$ cat src/rtl/quad_velocity_filter.sv
// Quadrature velocity filter: integrates signed per-window pulse counts into a
// position and keeps a TAPS-long moving average of the counts.
module quad_velocity_filter #(
    parameter int CNT_W = 5,
    parameter int POS_W = 24,
    parameter int TAPS  = 4
) (
    input  logic             clk,
    input  logic             rst,
    input  logic             clr,
    input  logic [CNT_W-1:0] cnt_in,
    input  logic             cnt_valid,
    output logic [POS_W-1:0] pos,
    output logic [CNT_W-1:0] avg,
    output logic             out_valid,
    input  logic             out_ready,
    output logic             settled,
    output logic             overrun,
    output logic             state_dbg
);

    localparam int PTR_W = $clog2(TAPS);
    localparam int SUM_W = CNT_W + PTR_W;
    localparam logic [PTR_W-1:0] PTR_LAST = {PTR_W{1'b1}};

    typedef enum logic {
        FILL = 1'b0,
        RUN  = 1'b1
    } state_t;

    state_t state_q, state_d;

    logic [CNT_W-1:0] buf_q [TAPS];
    logic [PTR_W-1:0] wptr_q;
    logic [PTR_W-1:0] fill_q;
    logic [SUM_W-1:0] sum_q;
    logic [POS_W-1:0] pos_q;
    logic             out_valid_q;
    logic             overrun_q;

    logic             accept;
    logic [CNT_W-1:0] old_cnt;
    logic [SUM_W-1:0] new_ext_sum;
    logic [SUM_W-1:0] old_ext_sum;
    logic [POS_W-1:0] new_ext_pos;

    // clr has priority; a coincident strobe is dropped.
    assign accept      = cnt_valid & ~clr;
    assign old_cnt     = buf_q[wptr_q];
    assign new_ext_sum = {{PTR_W{cnt_in[CNT_W-1]}}, cnt_in};
    assign old_ext_sum = {{PTR_W{old_cnt[CNT_W-1]}}, old_cnt};
    assign new_ext_pos = {{(POS_W-CNT_W){cnt_in[CNT_W-1]}}, cnt_in};

    always_comb begin
        state_d = state_q;
        if (clr) begin
            state_d = FILL;
        end else if (accept && state_q == FILL && fill_q == PTR_LAST) begin
            state_d = RUN;
        end
    end

    always_ff @(posedge clk or posedge rst) begin
        if (rst) begin
            state_q <= FILL;
        end else begin
            state_q <= state_d;
        end
    end

    // Output handshake: a pos/avg pair is offered while out_valid is high and is
    // consumed on any edge where out_valid && out_ready; a new sample always
    // replaces the held pair, flagging overrun only if it was not consumed.
    always_ff @(posedge clk or posedge rst) begin
        if (rst) begin
            pos_q       <= '0;
            sum_q       <= '0;
            wptr_q      <= '0;
            fill_q      <= '0;
            out_valid_q <= 1'b0;
            overrun_q   <= 1'b0;
            for (int i = 0; i < TAPS; i++) buf_q[i] <= '0;
        end else if (clr) begin
            pos_q       <= '0;
            sum_q       <= '0;
            wptr_q      <= '0;
            fill_q      <= '0;
            out_valid_q <= 1'b0;
            overrun_q   <= 1'b0;
            for (int i = 0; i < TAPS; i++) buf_q[i] <= '0;
        end else begin
            if (accept) begin
                pos_q          <= pos_q + new_ext_pos;
                sum_q          <= sum_q + new_ext_sum - old_ext_sum;
                buf_q[wptr_q]  <= cnt_in;
                wptr_q         <= wptr_q + {{(PTR_W-1){1'b0}}, 1'b1};
                out_valid_q    <= 1'b1;
                if (state_q == FILL) begin
                    fill_q <= fill_q + {{(PTR_W-1){1'b0}}, 1'b1};
                end
                if (out_valid_q && !out_ready) begin
                    overrun_q <= 1'b1;
                end
            end else if (out_valid_q && out_ready) begin
                out_valid_q <= 1'b0;
            end
        end
    end

    // Top CNT_W bits of the sum are the floor-divided average.
    assign avg       = sum_q[PTR_W +: CNT_W];
    assign pos       = pos_q;
    assign out_valid = out_valid_q;
    assign overrun   = overrun_q;
    assign settled   = (state_q == RUN);
    assign state_dbg = state_q;

endmodule

$ cat config.mk
export PLATFORM = sky130hd
export DESIGN_NAME = quad_velocity_filter
export DESIGN_NICKNAME = d
export VERILOG_FILES = /design/src/rtl/quad_velocity_filter.sv
export SDC_FILE = /design/constraint.sdc
export NUM_CORES = 1
export LEC_CHECK = 0
export CAP_MARGIN = 0
export CORE_ASPECT_RATIO = 0.7
export CORE_MARGIN = 2
export CORE_UTILIZATION = 52
export DETAILED_ROUTE_END_ITERATION = 10
export GPL_TIMING_DRIVEN = 0
export MAX_ROUTING_LAYER = met4
export PLACE_DENSITY = 0.74
export SYNTH_ARGS = -nofsm -noshare
export SYNTH_HDL_FRONTEND = slang
export SYNTH_SLANG_ARGS = --single-unit
$ cat constraint.sdc
create_clock -name clk -period 5.9 [get_ports clk]
set_input_delay 1.18 -clock clk [delete_from_list [all_inputs] [get_ports clk]]
set_output_delay 1.18 -clock clk [all_outputs]
set_load 0.005 [all_outputs]
=== After elaboration in Yosys (flattened, before gate mapping) ===
Cells that the tools add are included.
Widths: inputs -> output; s select.

* Memory bits (read-only): 0
* Output and inout bits: 33
* Input port bits: 10
* Bits in registers: 58
* Word-level logic and storage cells: 61
* Latch bits: 0
* Memories kept: 0
* RAM bits: 0

* $mul: 0
* Shifts and indexed selects: 0
* Muxes and demuxes: 25
* $add $sub $neg: 5
* Bitwise logic cells: 4
* Reductions and logical operators: 12
* Equal/unequal tests: 2
* Divide/modulo/power cells: 0
* Order comparisons: 2

{| class="wikitable"
|+ Operators with widths
! cell !! count
|-
| $mux 24 || 2
|-
| $mux 20 || 2
|-
| $add 24x24->24 || 1
|-
| $bwmux 20 || 1
|-
| $mux 5 || 3
|-
| $mux 7 || 2
|-
| $bmux 5 s2 || 1
|-
| $demux 5 s2 || 1
|-
| $mux 2 || 5
|-
| $mux 1 || 8
|-
| $add 7x7->7 || 1
|-
| $sub 7x7->7 || 1
|-
| $reduce_bool 2->1 || 3
|-
| $logic_and 1x1->1 || 5
|-
| $add 2x1->2 const B || 2
|-
| $reduce_and 2->1 || 2
|-
| $ge 3x3->1 const B || 1
|-
| $lt 3x1->1 const B || 1
|-
| $not 2->3 || 1
|-
| $reduce_bool 3->1 || 1
|-
| $eq 2x2->1 const B || 1
|-
| $ne 2x2->1 const B || 1
|-
| $not 1->1 || 2
|-
| $and 1x1->1 || 1
|-
| $logic_not 1->1 || 1
|}

=== Logic depth before layout (Yosys ltp) ===
Gate-level depths: netlist of the first run.

* Depth after elaboration: 8
* Mapped depth: 14
* Depth with buffers taken out: 13

=== Worst setup path after synthesis of the first run ===
Ideal clock, no wire load.

* Kind: in2reg
* Start: input cnt_in[2]
* End: register sum_q[6]
* Stages on the path: 11
* Arrival time: 3.439 ns
* Setup time: 0.078 ns
* Slack: 2.383 ns
* Data required time: 5.822 ns
* Path buffers: 0
* Cells stage by stage: inv_1 fa_1 inv_1 ha_1 nor2b_1 o21ai_0 a21boi_0 o21a_1 or4_1 a21o_1 a21oi_1

* Word-level cells in the longest chain between the ends: 4

{| class="wikitable"
|+ Ends and longest elaborated chain
! item !! RTL line !! RTL
|-
| start: declaration || 11 || <nowiki>input logic [CNT_W-1:0] cnt_in,</nowiki>
|-
| $add 7x7->7 || 94 || <nowiki>sum_q <= sum_q + new_ext_sum - old_ext_sum;</nowiki>
|-
| $sub 7x7->7 || 94 ||
|-
| $mux 7 || 92 || <nowiki>if (accept) begin</nowiki>
|-
| $mux 7 || 83 || <nowiki>end else if (clr) begin</nowiki>
|-
| end signal: assignment || 94 ||
|-
| end: declaration || 36 || <nowiki>logic [SUM_W-1:0] sum_q;</nowiki>
|}

No other way between the ends. The select of a mux whose other input is x is not followed.
A chain may end at the register's enable or synchronous reset.

=== Worst setup path after layout of the first run ===
* Start: input cnt_in[4]
* End: register sum_q[6]

Same word-level chain as after synthesis.

==> results.toml, run 1 <==
[hold_path]
holdPathStages = 2
holdPathEnd = "overrun"
min-delay-start = "overrun"
hp-class = "reg2reg"

[drt]
ant_nets = 0
wirelength_mm = 10.3
wl_met2_mm = 4.61
drc = 0
route.met3.wl_um = 695
drt_pass1_iterations = 5
drt_iter0_drc = 278
routed_via_density = 5.89
dr_total_vias = 3626
highest_layer = "met4"
wire_per_inst_um = 16.8
wl_met1_mm = 4.88

[logic_synthesis]
synthDistinctLibCells = 58
synthAdderAreaFrac_pct = 14.2
syn_area_um2 = 4150
synth.avg_cell_area_um2 = 9.08
ys_warn_count = 0
syn-num-nets = 510
synthArstFlopShare_pct = 100
synth_area_leaders = "dfrtp_1 (35%), ha_1 (11%), a21oi_1 (6.9%)"
seq_area_frac_synth_pct = 35.0
synth.most_common_cell = "dfrtp_1"
muxShareOfSynthArea_pct = 5.88
synth_edf_count = 0
synth_top_area_share_pct = 35.0
syn_inst = 457
synth-simple-area-share_pct = 15.3
ys_ff_latch = 58
yosys-top-cells-count = "dfrtp_1 (58), a21oi_1 (57), nand2_1 (44)"
synth_xor_area_share_pct = 4.64
synth_ff_type = "dfrtp_1"
synth_top_family_by_area = "compound AO/OA/AOI/OAI gates"
yosysTopAreaCell = "dfrtp_1"
synth_compound_area_share_pct = 18.8

[placement]
hpwl_mm = 7.60
gp_congestion = 0.913
port_buffers = 41

[power_and_ir_drop]
vdd_drop_max_v = 0.000187
power_density_nw_per_um2 = 329
p_total_mw = 1.64
leakagePower_nw = 2.26

[critical_path]
crit_type = "in2reg"
cp_cell_sequence = "clkdlybuf4s50_1 > inv_1 > fa_1 > inv_1 > ha_1 > a21boi_0 > o21a_1 > or4_1 > a21o_1 > a21oi_1"
rrSetupSlack_ps = 2170
critPathCaptureType = "flip-flop"
crit_top_cell = "inv_1"
critPathLaunchType = "primary input"
cp_data_arrival_time_ps = 4980
timing.rr.start = "wptr_q[1]"
crit_fanout = 27
r2r-end = "sum_q[6]"
cp_data_required_time_ps = 6160
critPathMaxStageDelay_ps = 1300
reg2reg_depth = 12
cp_slowest_cell = "clkdlybuf4s50_1"

[clock_network]
insertion_delay_ps = 330
cts_buffers = 9
clk_pin_slew_worst_paths_ps = 60
postCtsSetupBuffers = 0
htree_levels = 3
cts_tree = "built"
cts_buffer_depth = 2
clock_sinks = 58
ctsHoldBuffers = 0
cts-root-buf = "clkbuf_16"
cts_resized = 0

[finish]
fillers = 652
final_nets = 563
drive_gt1_share_pct = 7.38
multiInputGateArea_um2 = 2440
syn_to_final_growth_pct = 20.3
seqCellArea_um2 = 1450
n_antenna_cell = 0

[sta]
fin_tns_setup_ps = 0
hold_viol_final = 0
fmax_mhz = 212
rsz0062_at_grt = "no"
finalMaxSlewViolations = 0
tightest_slew_ps = 1240
setup_violations = 0
skew_ps = 10.9
period_needed_ps = 4720
max_slew_margin_pct = 16.7
period_share_pct = 80.1

[global_routing]
grt_pass1_wl_mm = 17.4
grt_overflow = 0
antenna_found_initial = 0
grt_max_degree = 34
global_route.usage.total_pct = 25.7
grt_pass1_vias = 3537

[die]
core_region_area_um2 = 7800
initial_core_util_pct = 53.2
dieWidth_um = 111
dieArea_um2 = 8730
die_y_um = 78.8
num_rows = 27
top_level_ports = 43

[flow_run]
maxCapViolations = 0

[status]
status = "finished clean"
[stage by stage]
stage	setup slack (ps)	utilization, %	area, µm²	hold slack [ps]	cells
final	1180	64.0	4990	500	616
after global routing	993	64.0	4990	550	616
after CTS	1220	64.0	4990	510	616
after detailed placement	895	60.3	4710	494	600
after global placement	961	60.1	4690	487	599
after floorplan	2380	-	4150	486	457
[final cells by class]
type                    count  share of cell area [%]
multi-input cells         339                    48.9
clock inverters             2                   0.201
well taps                 101                    2.53
clock buffers              14                    5.49
plain buffers              26                    2.61
repair buffers             42                    8.62
inverters                  34                    2.56
flip-flops and latches     58                    29.1
[kinds of logic after synthesis]
group                    after synthesis
XOR/XNOR                              22
multiplexers                          18
AO/OA/AOI/OAI                        120
AND/OR/NAND/NOR                      136
buffers and inverters                 60
flip-flops                            58
adder cells (fa/ha/maj)               43
[layer usage]
layer / global-route usage, % / vias to the layer above
met3: 5.80 / 16
met2: 38.1 / 138
li1: - / 1720
met5: - / -
met1: 36.1 / 1752
met4: 6.75 / 0
[where the power goes]
part           internal [mW]  switching, mW
registers              0.448         0.0412
logic                  0.317          0.337
clock network          0.317          0.180
[worst max-delay path: cells and delay by family]
family | cells | cell delay, ps
and+or+nand+nor | 1 | 510
buffers and inverters | 3 | 1660
AOI/OAI and AO/OA | 4 | 680
adders and majority gates | 2 | 930
[cells in the final DEF, fill, tap and decap left out, types with 7 or more instances in the layout]
cell             netlist  final
fa_1                   7      7
nor2_1                36     36
o21ai_0               13     13
xnor2_1               16     16
a22o_1                 7      7
ha_1                  36     36
dfrtp_1               58     58
a21oi_1               57     57
nand3_1               24     24
inv_1                 34     33
clkbuf_16              0      9
clkdlybuf4s50_1        0     41
mux2i_1               12     12
clkbuf_1              12     14
nand2_1               44     44
[registers in the layout, indices dropped and copies added (netlist names)]
name	cells
pos	24
buf_q	20
sum_q	7
fill_q	2
wptr_q	2
out_valid	1
overrun	1
settled	1
[how the worst max path moves through the flow]
stage | startpoint | to | slack [ps]
4_1_cts | cnt_in[4] | sum_q[6] | 1220
6_report | cnt_in[4] | sum_q[6] | 1180
5_1_grt | cnt_in[4] | sum_q[6] | 990
3_5_place_dp | cnt_in[4] | sum_q[6] | 900
2_1_floorplan | cnt_in[2] | sum_q[6] | 2380
3_3_place_gp | cnt_in[4] | sum_q[6] | 960
Note: power is estimated with default switching activity, not from simulation.
==> inputs of run 2 (changes only) <==
==> constraint.sdc (replaced) <==
create_clock -name clk -period 4.85 [get_ports clk]
set_input_delay 0.97 -clock clk [delete_from_list [all_inputs] [get_ports clk]]
set_output_delay 0.97 -clock clk [all_outputs]
set_load 0.005 [all_outputs]
==> results of run 2 <==
The final DEF is identical to that of run 1. Status: finished clean.
Main changes from that run: setup slack after placement 895 ps -> 55.4 ps; setup slack after layout 1180 ps -> 337 ps; register-to-register setup slack 2170 ps -> 1120 ps; total power 1.64 mW -> 2.00 mW; worst IR drop on VDD 0.000187 V -> 0.000227 V
